File: src/rtl/cpu_mc_pkg.sv
// rtl/cpu_mc_pkg.sv - opcodes, FSM states, flag indices and instruction fields for cpu_core_mc
package cpu_mc_pkg;

    localparam logic [3:0] OP_NOP   = 4'h0;
    localparam logic [3:0] OP_ADD   = 4'h1;
    localparam logic [3:0] OP_SUB   = 4'h2;
    localparam logic [3:0] OP_AND   = 4'h3;
    localparam logic [3:0] OP_OR    = 4'h4;
    localparam logic [3:0] OP_XOR   = 4'h5;
    localparam logic [3:0] OP_ADDI  = 4'h6;
    localparam logic [3:0] OP_LDI   = 4'h7;
    localparam logic [3:0] OP_LOAD  = 4'h8;
    localparam logic [3:0] OP_STORE = 4'h9;
    localparam logic [3:0] OP_JMP   = 4'hA;
    localparam logic [3:0] OP_JZ    = 4'hB;
    localparam logic [3:0] OP_JC    = 4'hC;
    localparam logic [3:0] OP_JN    = 4'hD;
    localparam logic [3:0] OP_CMP   = 4'hE;
    localparam logic [3:0] OP_HALT  = 4'hF;

    localparam logic [1:0] ST_FETCH   = 2'd0;
    localparam logic [1:0] ST_EXECUTE = 2'd1;
    localparam logic [1:0] ST_MEM     = 2'd2;
    localparam logic [1:0] ST_HALTED  = 2'd3;

    // flags_out is packed {Z,C,N,V}
    localparam int FLAG_Z = 3;
    localparam int FLAG_C = 2;
    localparam int FLAG_N = 1;
    localparam int FLAG_V = 0;

    localparam int OP_HI  = 15;
    localparam int OP_LO  = 12;
    localparam int RD_HI  = 11;
    localparam int RD_LO  = 9;
    localparam int RS1_HI = 8;
    localparam int RS1_LO = 6;
    localparam int RS2_HI = 5;
    localparam int RS2_LO = 3;
    localparam int IMM_HI = 7;
    localparam int IMM_LO = 0;

endpackage

File: src/rtl/cpu_mc_alu.sv
// rtl/cpu_mc_alu.sv - combinational ALU producing a result and {Z,C,N,V}
module cpu_mc_alu
    import cpu_mc_pkg::*;
#(
    parameter int DATA_W = 8
) (
    input  logic [3:0]        op,
    input  logic [DATA_W-1:0] a,
    input  logic [DATA_W-1:0] b,
    output logic [DATA_W-1:0] result,
    output logic [3:0]        flags
);

    localparam int MSB = DATA_W - 1;

    logic [DATA_W:0] sum;
    logic [DATA_W:0] diff;
    logic            carry;
    logic            ovf;

    assign sum  = {1'b0, a} + {1'b0, b};
    assign diff = {1'b0, a} - {1'b0, b};

    // diff[DATA_W] is the borrow: set exactly when a < b unsigned
    always_comb begin
        result = '0;
        carry  = 1'b0;
        ovf    = 1'b0;
        case (op)
            OP_ADD, OP_ADDI: begin
                result = sum[DATA_W-1:0];
                carry  = sum[DATA_W];
                ovf    = (a[MSB] == b[MSB]) && (result[MSB] != a[MSB]);
            end
            OP_SUB, OP_CMP: begin
                result = diff[DATA_W-1:0];
                carry  = diff[DATA_W];
                ovf    = (a[MSB] != b[MSB]) && (result[MSB] != a[MSB]);
            end
            OP_AND:  result = a & b;
            OP_OR:   result = a | b;
            OP_XOR:  result = a ^ b;
            default: result = '0;
        endcase
    end

    assign flags = {result == '0, carry, result[MSB], ovf};

endmodule

File: src/rtl/cpu_core_mc.sv
// rtl/cpu_core_mc.sv - multi-cycle CPU core with handshaked instruction and data memories
module cpu_core_mc
    import cpu_mc_pkg::*;
#(
    parameter int DATA_W   = 8,
    parameter int ADDR_W   = 8,
    parameter int NUM_REGS = 8,
    parameter int CNT_W    = 16
) (
    input  logic              clk,
    input  logic              rst,
    output logic              imem_req,
    output logic [ADDR_W-1:0] imem_addr,
    input  logic              imem_ack,
    input  logic [15:0]       imem_rdata,
    output logic              dmem_req,
    output logic              dmem_we,
    output logic [ADDR_W-1:0] dmem_addr,
    output logic [DATA_W-1:0] dmem_wdata,
    input  logic              dmem_ack,
    input  logic [DATA_W-1:0] dmem_rdata,
    output logic              halt,
    output logic [ADDR_W-1:0] pc_out,
    output logic [3:0]        flags_out,
    output logic [CNT_W-1:0]  instr_count,
    input  logic [2:0]        dbg_reg_addr,
    output logic [DATA_W-1:0] dbg_reg_data
);

    localparam logic [3:0] REG_LIMIT = 4'(NUM_REGS);

    function automatic logic reg_ok(input logic [2:0] idx);
        return {1'b0, idx} < REG_LIMIT;
    endfunction

    logic [1:0]        state;
    logic [15:0]       ir;
    logic [ADDR_W-1:0] pc;
    logic [3:0]        flags;
    logic [CNT_W-1:0]  count;
    logic [DATA_W-1:0] rf [8];

    logic [3:0]        op;
    logic [2:0]        rd, rs1, rs2;
    logic [7:0]        imm8;
    logic [DATA_W-1:0] rd_val, rs1_val, rs2_val, imm_d;
    logic [DATA_W-1:0] alu_a, alu_b, alu_res, wr_data;
    logic [3:0]        alu_flags;
    logic              wr_en, take_jump, sets_flags;

    assign op   = ir[OP_HI:OP_LO];
    assign rd   = ir[RD_HI:RD_LO];
    assign rs1  = ir[RS1_HI:RS1_LO];
    assign rs2  = ir[RS2_HI:RS2_LO];
    assign imm8 = ir[IMM_HI:IMM_LO];

    assign imm_d   = DATA_W'(imm8);
    assign rd_val  = reg_ok(rd)  ? rf[rd]  : '0;
    assign rs1_val = reg_ok(rs1) ? rf[rs1] : '0;
    assign rs2_val = reg_ok(rs2) ? rf[rs2] : '0;

    assign alu_a = (op == OP_ADDI) ? rd_val : rs1_val;
    assign alu_b = (op == OP_ADDI) ? imm_d  : rs2_val;

    cpu_mc_alu #(.DATA_W(DATA_W)) u_alu (
        .op     (op),
        .a      (alu_a),
        .b      (alu_b),
        .result (alu_res),
        .flags  (alu_flags)
    );

    assign sets_flags = ((op >= OP_ADD) && (op <= OP_ADDI)) || (op == OP_CMP);

    always_comb begin
        take_jump = 1'b0;
        case (op)
            OP_JMP:  take_jump = 1'b1;
            OP_JZ:   take_jump = flags[FLAG_Z];
            OP_JC:   take_jump = flags[FLAG_C];
            OP_JN:   take_jump = flags[FLAG_N];
            default: take_jump = 1'b0;
        endcase
    end

    always_comb begin
        wr_en   = 1'b0;
        wr_data = alu_res;
        if (state == ST_EXECUTE) begin
            if ((op >= OP_ADD) && (op <= OP_ADDI)) begin
                wr_en = 1'b1;
            end else if (op == OP_LDI) begin
                wr_en   = 1'b1;
                wr_data = imm_d;
            end
        end else if ((state == ST_MEM) && dmem_ack && (op == OP_LOAD)) begin
            wr_en   = 1'b1;
            wr_data = dmem_rdata;
        end
    end

    always_ff @(posedge clk or posedge rst) begin
        if (rst) begin
            for (int i = 0; i < 8; i++) rf[i] <= '0;
        end else if (wr_en && reg_ok(rd)) begin
            rf[rd] <= wr_data;
        end
    end

    always_ff @(posedge clk or posedge rst) begin
        if (rst) begin
            state <= ST_FETCH;
            ir    <= '0;
            pc    <= '0;
            flags <= '0;
            count <= '0;
        end else begin
            case (state)
                ST_FETCH: begin
                    if (imem_ack) begin
                        ir    <= imem_rdata;
                        state <= ST_EXECUTE;
                    end
                end
                ST_EXECUTE: begin
                    if ((op == OP_LOAD) || (op == OP_STORE)) begin
                        state <= ST_MEM;
                    end else if (op == OP_HALT) begin
                        count <= count + CNT_W'(1);
                        state <= ST_HALTED;
                    end else begin
                        pc    <= take_jump ? ADDR_W'(imm8) : pc + ADDR_W'(1);
                        if (sets_flags) flags <= alu_flags;
                        count <= count + CNT_W'(1);
                        state <= ST_FETCH;
                    end
                end
                ST_MEM: begin
                    if (dmem_ack) begin
                        pc    <= pc + ADDR_W'(1);
                        count <= count + CNT_W'(1);
                        state <= ST_FETCH;
                    end
                end
                default: state <= ST_HALTED;
            endcase
        end
    end

    // reset parks the FSM in FETCH, so the request is masked to drop with rst itself
    assign imem_req     = (state == ST_FETCH) && !rst;
    assign imem_addr    = pc;
    assign dmem_req     = (state == ST_MEM);
    assign dmem_we      = dmem_req && (op == OP_STORE);
    assign dmem_addr    = dmem_req ? ADDR_W'(imm8) : '0;
    assign dmem_wdata   = dmem_req ? rd_val : '0;
    assign halt         = (state == ST_HALTED);
    assign pc_out       = pc;
    assign flags_out    = flags;
    assign instr_count  = count;
    assign dbg_reg_data = reg_ok(dbg_reg_addr) ? rf[dbg_reg_addr] : '0;

endmodule

File: config.mk
export PLATFORM = sky130hd
export DESIGN_NAME = cpu_core_mc
export DESIGN_NICKNAME = d
export VERILOG_FILES = /design/src/rtl/cpu_mc_pkg.sv /design/src/rtl/cpu_mc_alu.sv /design/src/rtl/cpu_core_mc.sv
export SDC_FILE = /design/constraint.sdc
export NUM_CORES = 1
export LEC_CHECK = 0
export ABC_AREA = 1
export CAP_MARGIN = 15
export CORE_UTILIZATION = 50
export CTS_BUF_LIST = sky130_fd_sc_hd__clkbuf_4
export DETAILED_ROUTE_END_ITERATION = 7
export GPL_TIMING_DRIVEN = 0
export PLACE_DENSITY_LB_ADDON = 0.3
export RECOVER_POWER = 50
export SYNTH_ARGS = -nofsm -noshare
export SYNTH_HDL_FRONTEND = slang
export SYNTH_HIERARCHICAL = 1
export SYNTH_SLANG_ARGS = --single-unit
File: constraint.sdc
create_clock -name clk -period 3.72 [get_ports clk]
set_clock_uncertainty 0.1 [all_clocks]
set_input_delay 0.744 -clock clk [delete_from_list [all_inputs] [get_ports clk]]
set_output_delay 0.744 -clock clk [all_outputs]
set_load 0.02 [all_outputs]
==> impl_metrics.yaml <==
timing:
  min_period_over_period: 0.981
  tightest_slew_ns: 1.77
  hold_viol_final: 0
  max_slew_margin: -0.194
  fmax_mhz: 274
  finalCriticalPeriod_ns: 3.65
  setup_slack_ns: 0.0712
  slew_viol_final: 43
  setup_viol: 0
  hold-worst-slack_ns: 0.413
  tns_ns: 0
worst_hold_path:
  hp-class: "flip-flop to flip-flop"
synthesis:
  synth-main-ff-cell: "dfrtp_1"
  async_reset_ff_frac: 1.00
  syn_avg_cell_area_um2: 6.48
  synth-edff-count: 0
  ys_ff_latch: 110
  synth.largest_area_cell: "dfrtp_1"
  yosys_warnings: 6
  syn-num-nets: 1467
  synthesis.area_mm2: 0.00912
  ys_top_cells_by_area: "dfrtp_1, nand2_1, nand3_1"
  synth.top_cell.area_share: 0.302
  post_synth_num_cell_types: 42
  postSynthCellCount: 1408
  ys_seq_area_frac: 0.302
drt:
  ant_nets: 0
  drtIter0Drc: 1317
  first_pass_iters: 8
  num_vias: 10400
  drt_wl_total_um: 32900
  post_drt_wl_per_cell_um: 18.5
  viasPerCell: 5.84
  drc: 2
worst_setup_path:
  worstSetupPathType: "input port to output pin"
  critPathMaxFanout: 10
  start_kind: "input port"
  critPathCaptureType: "output pin"
  arrival_ns: 2.80
  cp_data_required_time_ns: 2.88
finish:
  layout.nets: 1598
  areaGrowthSynthToFinish_pct: 21.1
  n_fill_cell: 1715
  drive_gt1_frac: 0.133
  fin_cells: 1774
die:
  die_w_um: 137
  io_pins: 95
  dieArea_mm2: 0.0188
  initial_core_util: 0.509
  fp.dieH_um: 137
  core_mm2: 0.0179
  rows: 49
clock_network:
  cts-hold-fix-buffers: 0
  clkSlewWorstSetupHoldPaths_ns: 0.21
  cts.sinks: 110
  cts_tree: "built"
  cts.path.max_buffers: 2
  numCtsBuffers: 9
  clk_latency_ns: 0.52
  clockRootBuffer: "clkbuf_4"
  htree_levels: 3
placed_design:
  place_ws_ns: -0.644
  io_buffers: 92
  placedCellCount: 1731
  hpwl_um: 24900
  place.gp.congestion: 1.00
job:
  drv_cap: 2
grt:
  grt_max_degree: 42
  overflow: 0
  grt_use_total: 0.348
  antenna_found_initial: 1
  grt_pass1_wl_um: 49300
  grt_pass1_vias: 8993
run_status:
  status: "finished with violations"
  violations: "design-rule violations, max-capacitance violations, max-slew violations"
==> final cells by class <==
type / instances / area (um2) / share of cell area
multi-input cells: 1078 / 5620 / 0.509
inverters: 156 / 613 / 0.0555
clock inverters: 7 / 85.1 / 0.00771
well taps: 229 / 287 / 0.0259
clock buffers: 9 / 67.6 / 0.00612
flip-flops and latches: 110 / 2760 / 0.250
repair buffers: 124 / 1210 / 0.109
diodes: 1 / 2.50 / 0.000227
plain buffers: 60 / 395 / 0.0358
==> state kept, by name, summed over array words and instances (netlist names) <==
name	cells
flags_out	4
imem_addr	8
instr_count	16
ir	16
rf	64
state	2
==> metrics by stage <==
step           utilization  instance area, um2
4_1_cts              0.593               10600
3_5_place_dp         0.579               10400
5_1_grt              0.617               11000
2_1_floorplan            -                9120
3_3_place_gp         0.577               10300
6_report             0.617               11000
==> worst paths after layout <==
path                               startpoint  depth (start not counted)  slack [ns]                    to
max reg2reg                 ir[4]$_DFFE_PP0P_                         22        0.17    rf[31]$_DFFE_PP0P_
max                           dbg_reg_addr[0]                          8        0.07       dbg_reg_data[4]
min in group asynchronous                 rst                          2        0.91  state[1]$_DFFE_PP0P_
min reg2reg                rf[54]$_DFFE_PP0P_                          2        0.41    rf[54]$_DFFE_PP0P_
min                        rf[54]$_DFFE_PP0P_                          2        0.41    rf[54]$_DFFE_PP0P_
max in group asynchronous                 rst                          4        0.83    rf[42]$_DFFE_PP0P_
==> layout by cell type, fill, tap and decap left out, types with 8 or more instances in the layout <==
cell             instances
nand2_1                454
inv_1                  134
nand3_1                114
o21ai_0                104
dfrtp_1                102
nor2_1                  89
clkdlybuf4s50_1         86
a21oi_1                 84
o211ai_1                57
buf_4                   45
ha_1                    21
nand4_1                 19
nand2_2                 17
clkbuf_4                15
o21ai_1                 14
nand3_2                 13
inv_2                   12
clkbuf_2                12
xor2_1                  11
clkbuf_1                10
nor2_4                   9
nor2_8                   9
buf_6                    8
buf_2                    8
nor2_2                   8
dfrtp_2                  8
==> synthesized netlist by cell type, types with 9 or more instances <==
| cell | count |
|---|---|
| inv_1 | 139 |
| clkbuf_1 | 42 |
| buf_4 | 12 |
| xor2_1 | 11 |
| o211ai_1 | 57 |
| o21ai_0 | 111 |
| nand4_1 | 19 |
| dfrtp_1 | 110 |
| a21oi_1 | 86 |
| nor2_1 | 97 |
| nand3_1 | 114 |
| inv_2 | 13 |
| ha_1 | 26 |
| nand3_2 | 13 |
| nand2_1 | 467 |
| nor2_8 | 9 |
==> cell families (layout without fill, tap and decap cells) <==
family | Yosys count | after routing | share of synthesized area
AND/OR/NAND/NOR | 754 | 755 | 0.369
AO/OA/AOI/OAI | 279 | 279 | 0.175
buffers and inverters | 221 | 356 | 0.0985
flip-flops | 110 | 110 | 0.302
adder cells (fa/ha/maj) | 28 | 28 | 0.0401
XOR/XNOR | 16 | 16 | 0.0154
other | 0 | 1 | 0
==> what timing repair did <==
action,4_1_cts,5_1_grt
pin swaps,2,25
setup endpoints to repair,68,71
buffers inserted,3,27
resized for setup,42,126
cloned,0,1
==> critical path, cell delays in order <==
cell and delay (ns):
clkdlybuf4s50_1 0.48, clkbuf_4 0.22, clkbuf_4 0.20, a21oi_1 0.14
o21ai_0 0.10, nand3_1 0.12, o21a_1 0.16, clkdlybuf4s50_1 0.63
==> metal layers <==
metal  share of wire  GRT usage
met1            0.41      0.466
met2            0.45      0.547
met3            0.10     0.0733
met4           0.041      0.132
met5               0          0
Power is not shown: default switching activity piles up to over one toggle a cycle in this logic, so the estimate is an artifact.
==> edit 1: new RTL, config.mk and constraints unchanged <==
Reset style: synchronous (`rst`), changed in 2 clocked blocks.
--- a/src/rtl/cpu_core_mc.sv
+++ b/src/rtl/cpu_core_mc.sv
@@ -99,7 +99,7 @@
         end
     end
 
-    always_ff @(posedge clk or posedge rst) begin
+    always_ff @(posedge clk) begin
         if (rst) begin
             for (int i = 0; i < 8; i++) rf[i] <= '0;
         end else if (wr_en && reg_ok(rd)) begin
@@ -107,7 +107,7 @@
         end
     end
 
-    always_ff @(posedge clk or posedge rst) begin
+    always_ff @(posedge clk) begin
         if (rst) begin
             state <= ST_FETCH;
             ir    <= '0;
Behaviour: differs if rst is asserted again (counterexample within 4 cycles, from zero or initial values and one cycle with rst high); with rst held inactive, the same outputs for 4 cycles.
==> edit 1 against the original RTL <==
Setup slack gained 66 ps; synthesized area is 4.1% lower; utilization rose by 0.56 points; sequential cell count up 9; wire length down 4.9%; critical path depth down 1; critical path type is now reg2out; fmax is 1.8% higher; final area shrank 5.2%.
==> edit 1: results (changes against the original RTL) <==
seq_area_mm2: 0.00304  # was 0.00276 mm²
synthAdderAreaFrac: 0.0418  # was 0.0401
grt_usage: 0.352  # was 0.348
multi_input_gates: 934  # was 1078
timing.hold.ws_ps: 369  # was 413 ps
synth_xor_area_frac: 0.00701  # was 0.0154
buffers: 174  # was 184
num_vias: 9608  # was 10.4k
timing.fmax_mhz: 279  # was 274 MHz
grt_max_degree: 17  # was 42
worstHoldEndpoint: "flags_out[0]$_SDFFE_PP0P_"  # was rf[54]$_DFFE_PP0P_
synth_edf_count: 64  # was 0
worst_pin_slew_ps: 607  # was 1770 ps
nonClkBufAreaFrac: 0.136  # was 0.145
synth.area.top_cells: "edfxtp_1, dfxtp_1, nand2_1, o21ai_0, nand3_1"  # was dfrtp_1, nand2_1, nand3_1, o21ai_0, inv_1
n_all_inverters: 139  # was 156
clk_latency_ps: 540  # was 520 ps
hpwl_um: 24300  # was 24900 µm
firstDrtPassIters: 6  # was 8
grt_pass1_wl_um: 48100  # was 49300 µm
status: "finished clean"  # was complete, but fails checks
hold_start: "flags_out[0]$_SDFFE_PP0P_"  # was rf[54]$_DFFE_PP0P_
placed_area_mm2: 0.00995  # was 0.0104 mm²
synth.distinct_cells: 39  # was 42
rr_endpoint: "rf[4][4]$_SDFFCE_PN0P_"  # was rf[31]$_DFFE_PP0P_
multi_input_area_share: 0.467  # was 0.509
dp_cells: 1579  # was 1731
port_buffers: 93  # was 92
nets: 1444  # was 1598
design_area_mm2: 0.0105  # was 0.0110 mm²
drt_iter0_drc: 1424  # was 1317
post_drt_wl_per_cell_um: 19.3  # was 18.5 µm
drive_gt1_frac: 0.128  # was 0.133
wl_um: 31300  # was 32900 µm
synth_commonest_cells: "nand2_1, nor2_1, o21ai_0, inv_1, nand3_1"  # was nand2_1, inv_1, nand3_1, o21ai_0, dfrtp_1
crit_end: "dmem_wdata[7]"  # was dbg_reg_data[4]
htree_num_levels: 4  # was 3
## edit 1: cell count changes after synthesis, moves of 39 or more
cell | before | now
nand2_1 | 467 | 215
edfxtp_1 | 0 | 64
o21ai_0 | 111 | 150
nor2_1 | 97 | 158
dfrtp_1 | 110 | 0
dfxtp_1 | 0 | 55
## edit 1: power breakdown
group / leakage (nW) / internal, W / switching (W)
combinational: 3.01 / 0.000588 / 0.00114
clock: 0.150 / 0.000468 / 0.000515
sequential: 1.11 / 0.00145 / 0.0000889
total: 4.27 / 0.00250 / 0.00174
## edit 1: timing repair
action                                  4_1_cts  5_1_grt
endpoints found under the setup margin       75       63
pin swaps                                     9       11
resized for setup                            78       69
gates cloned                                  0        0
buffers inserted                              6        5
## edit 1: metal layers
layer | track usage | wire length [µm] | vias to the layer above
met2 | 0.520 | 13500 | 587
li1 | - | - | 4537
met5 | 0 | 0 | -
met4 | 0.127 | 903 | 0
met3 | 0.0676 | 3620 | 71
met1 | 0.511 | 13200 | 4413
==> edit 2: new RTL, same settings <==
Without the edit above. `DATA_W` is set to 8 in 2 places; all go to 4.
--- a/src/rtl/cpu_mc_alu.sv
+++ b/src/rtl/cpu_mc_alu.sv
@@ -2,7 +2,7 @@
 module cpu_mc_alu
     import cpu_mc_pkg::*;
 #(
-    parameter int DATA_W = 8
+    parameter int DATA_W = 4
 ) (
     input  logic [3:0]        op,
     input  logic [DATA_W-1:0] a,
--- a/src/rtl/cpu_core_mc.sv
+++ b/src/rtl/cpu_core_mc.sv
@@ -2,7 +2,7 @@
 module cpu_core_mc
     import cpu_mc_pkg::*;
 #(
-    parameter int DATA_W   = 8,
+    parameter int DATA_W   = 4,
     parameter int ADDR_W   = 8,
     parameter int NUM_REGS = 8,
     parameter int CNT_W    = 16
Ports: changed (resized dbg_reg_data, dmem_rdata and dmem_wdata); port bits go from 95 to 83. The function was not compared with the original's and may differ.
==> edit 2 against the original RTL <==
First-iteration DRC count decreased by 62%; wire length decreased by 48%; largest cell class unchanged; synthesized area decreased by 35%; sequential cell count decreased by 32; via count decreased by 41%; final area decreased by 35%; the flow still finishes with violations (design-rule violations, max-capacitance violations, max-slew violations); register-to-register slack improved by 50 ps; setup slack improved by 150 ps.
Power is left out: it rests on default switching activity, and per cell area and clock period it moved more than threefold.
==> edit 2: results (changes against the original RTL) <==
largest_reg_flops: 32  # was 64
placed_area_mm2: 0.00695  # was 0.0104 mm²
synth.area.top_cells: "dfrtp_1, nand2_1, nand3_1, inv_1, nor2_1"  # was dfrtp_1, nand2_1, nand3_1, o21ai_0, inv_1
numCtsBuffers: 9  # unchanged
violations: "design-rule violations, max-capacitance violations, max-slew violations"  # unchanged
hp-class: "reg2reg"  # unchanged
synth.yosys.warnings: 6  # unchanged
htree_num_levels: 3  # unchanged
synth-compound-area-share: 0.142  # was 0.175
arrival_ps: 3760  # was 2800 ps
grt_pass1_wl_um: 28200  # was 49300 µm
synth_xor_area_frac: 0.0234  # was 0.0154
post_drt_wl_per_cell_um: 15.2  # was 18.5 µm
place.gp.congestion: 1.00  # about the same
maxSlewViolCount: 67  # was 43
port_buffers: 80  # was 92
timing.rr.start: "ir[10]$_DFFE_PP0P_"  # was ir[4]$_DFFE_PP0P_
max_slew_margin: -0.0966  # was -0.194
cp_slowest_stage_delay_ps: 460  # was 630 ps
tns_ps: 0  # unchanged
rrSetupSlack_ps: 220  # was 170 ps
drt_iter0_drc: 503  # was 1317
r2r.worst_path.cells: 20  # was 22
firstDrtPassIters: 7  # was 8
cts_resized: 6  # was 42
clk_latency_ps: 500  # was 520 ps
regMostFlops: "rf"  # unchanged
status: "complete, but fails checks"  # unchanged
crit_slowest_cell: "dfrtp_1"  # was clkdlybuf4s50_1
synth_commonest_cells: "nand2_1, inv_1, nand3_1, dfrtp_1, nor2_1"  # was nand2_1, inv_1, nand3_1, o21ai_0, dfrtp_1
yosysSeqAreaShare: 0.329  # was 0.302
min_delay_path_depth: 2  # unchanged
hpwl_um: 12800  # was 24900 µm
rr_endpoint: "rf[26]$_DFFE_PP0P_"  # was rf[31]$_DFFE_PP0P_
synthAdderAreaFrac: 0.0363  # was 0.0401
via_per_inst: 5.41  # was 5.84
synth_mux_area_frac: 0  # unchanged
synth.distinct_cells: 43  # was 42
clk_pin_slew_worst_paths_ps: 170  # was 210 ps
grt_usage: 0.289  # was 0.348
grt_pass1_vias: 5587  # was 8993
drv_cap: 1  # was 2
n_antenna_cell: 0  # was 1
antenna_found_initial: 0  # was 1
timing.hold.ws_ps: 398  # was 413 ps
grt_max_degree: 67  # was 42
postCtsSetupRepairBufs: 0  # was 3
worstHoldEndpoint: "flags_out[0]$_DFFE_PP0P_"  # was rf[54]$_DFFE_PP0P_
nets: 1020  # was 1598
critPathMaxFanout: 8  # was 10
hold_start: "flags_out[0]$_DFFE_PP0P_"  # was rf[54]$_DFFE_PP0P_
syn_nets: 926  # was 1467
drive_gt1_frac: 0.117  # was 0.133
clock_path_buffers: 2  # unchanged
async_flop_share: 1.00  # unchanged
drcViolationCount: 14  # was 2
==> edit 2: cell count changes after synthesis, sizes merged, moves of 12 or more <==
cell and change:
nand2 -189, a21oi -35, nand4 -12, nor2 -33, o21ai -57, ha -12, o211ai -29, clkbuf -26
nand3 -45, inv -51, dfrtp -32
==> edit 2: how the worst max path moves through the flow <==
stage / start / slack, ps / end
floorplan: ir[13]$_DFFE_PP0P_ / 560 / rf[11]$_DFFE_PP0P_
global placement: rst / -490 / rf[4]$_DFFE_PP0P_
detailed placement: ir[13]$_DFFE_PP0P_ / -230 / rf[11]$_DFFE_PP0P_
CTS: ir[9]$_DFFE_PP0P_ / 50 / rf[10]$_DFFE_PP0P_
global route: ir[10]$_DFFE_PP0P_ / -30 / rf[22]$_DFFE_PP0P_
finish: ir[10]$_DFFE_PP0P_ / 220 / rf[26]$_DFFE_PP0P_
==> edit 2: worst max-delay path: cells and delay by family (launching register included) <==
family | cells | cell delay, ps
AO/OA/AOI/OAI | 5 | 760
adder cells (fa/ha/maj) | 2 | 630
buffers and inverters | 4 | 310
flip-flops | 1 | 460
AND/OR/NAND/NOR | 9 | 1140
==> edit 2: stage by stage <==
stage	setup WS, ps	cells
after floorplan	562	883
after global placement	-492	1106
after detailed placement	-235	1107
after CTS	47.0	1123
after global routing	-25.9	1125
final	221	1125
==> edit 2: layout make-up <==
class	instances	area, µm²
inverters	111	430
well taps	143	179
plain buffers	34	190
fillers	1112	4360
flip-flops and latches	78	1960
clock buffers	9	67.6
clock inverters	7	121
multi-input cells	657	3370
repair buffers	86	843
==> edit 2: metal layers <==
metal	routed length (µm)	track usage	share of wire	vias up
li1	-	-	-	3011
met5	0	0	0	-
met3	1160	0.0421	0.068	37
met4	477	0.116	0.028	0
met1	7690	0.404	0.45	2787
met2	7730	0.451	0.45	255
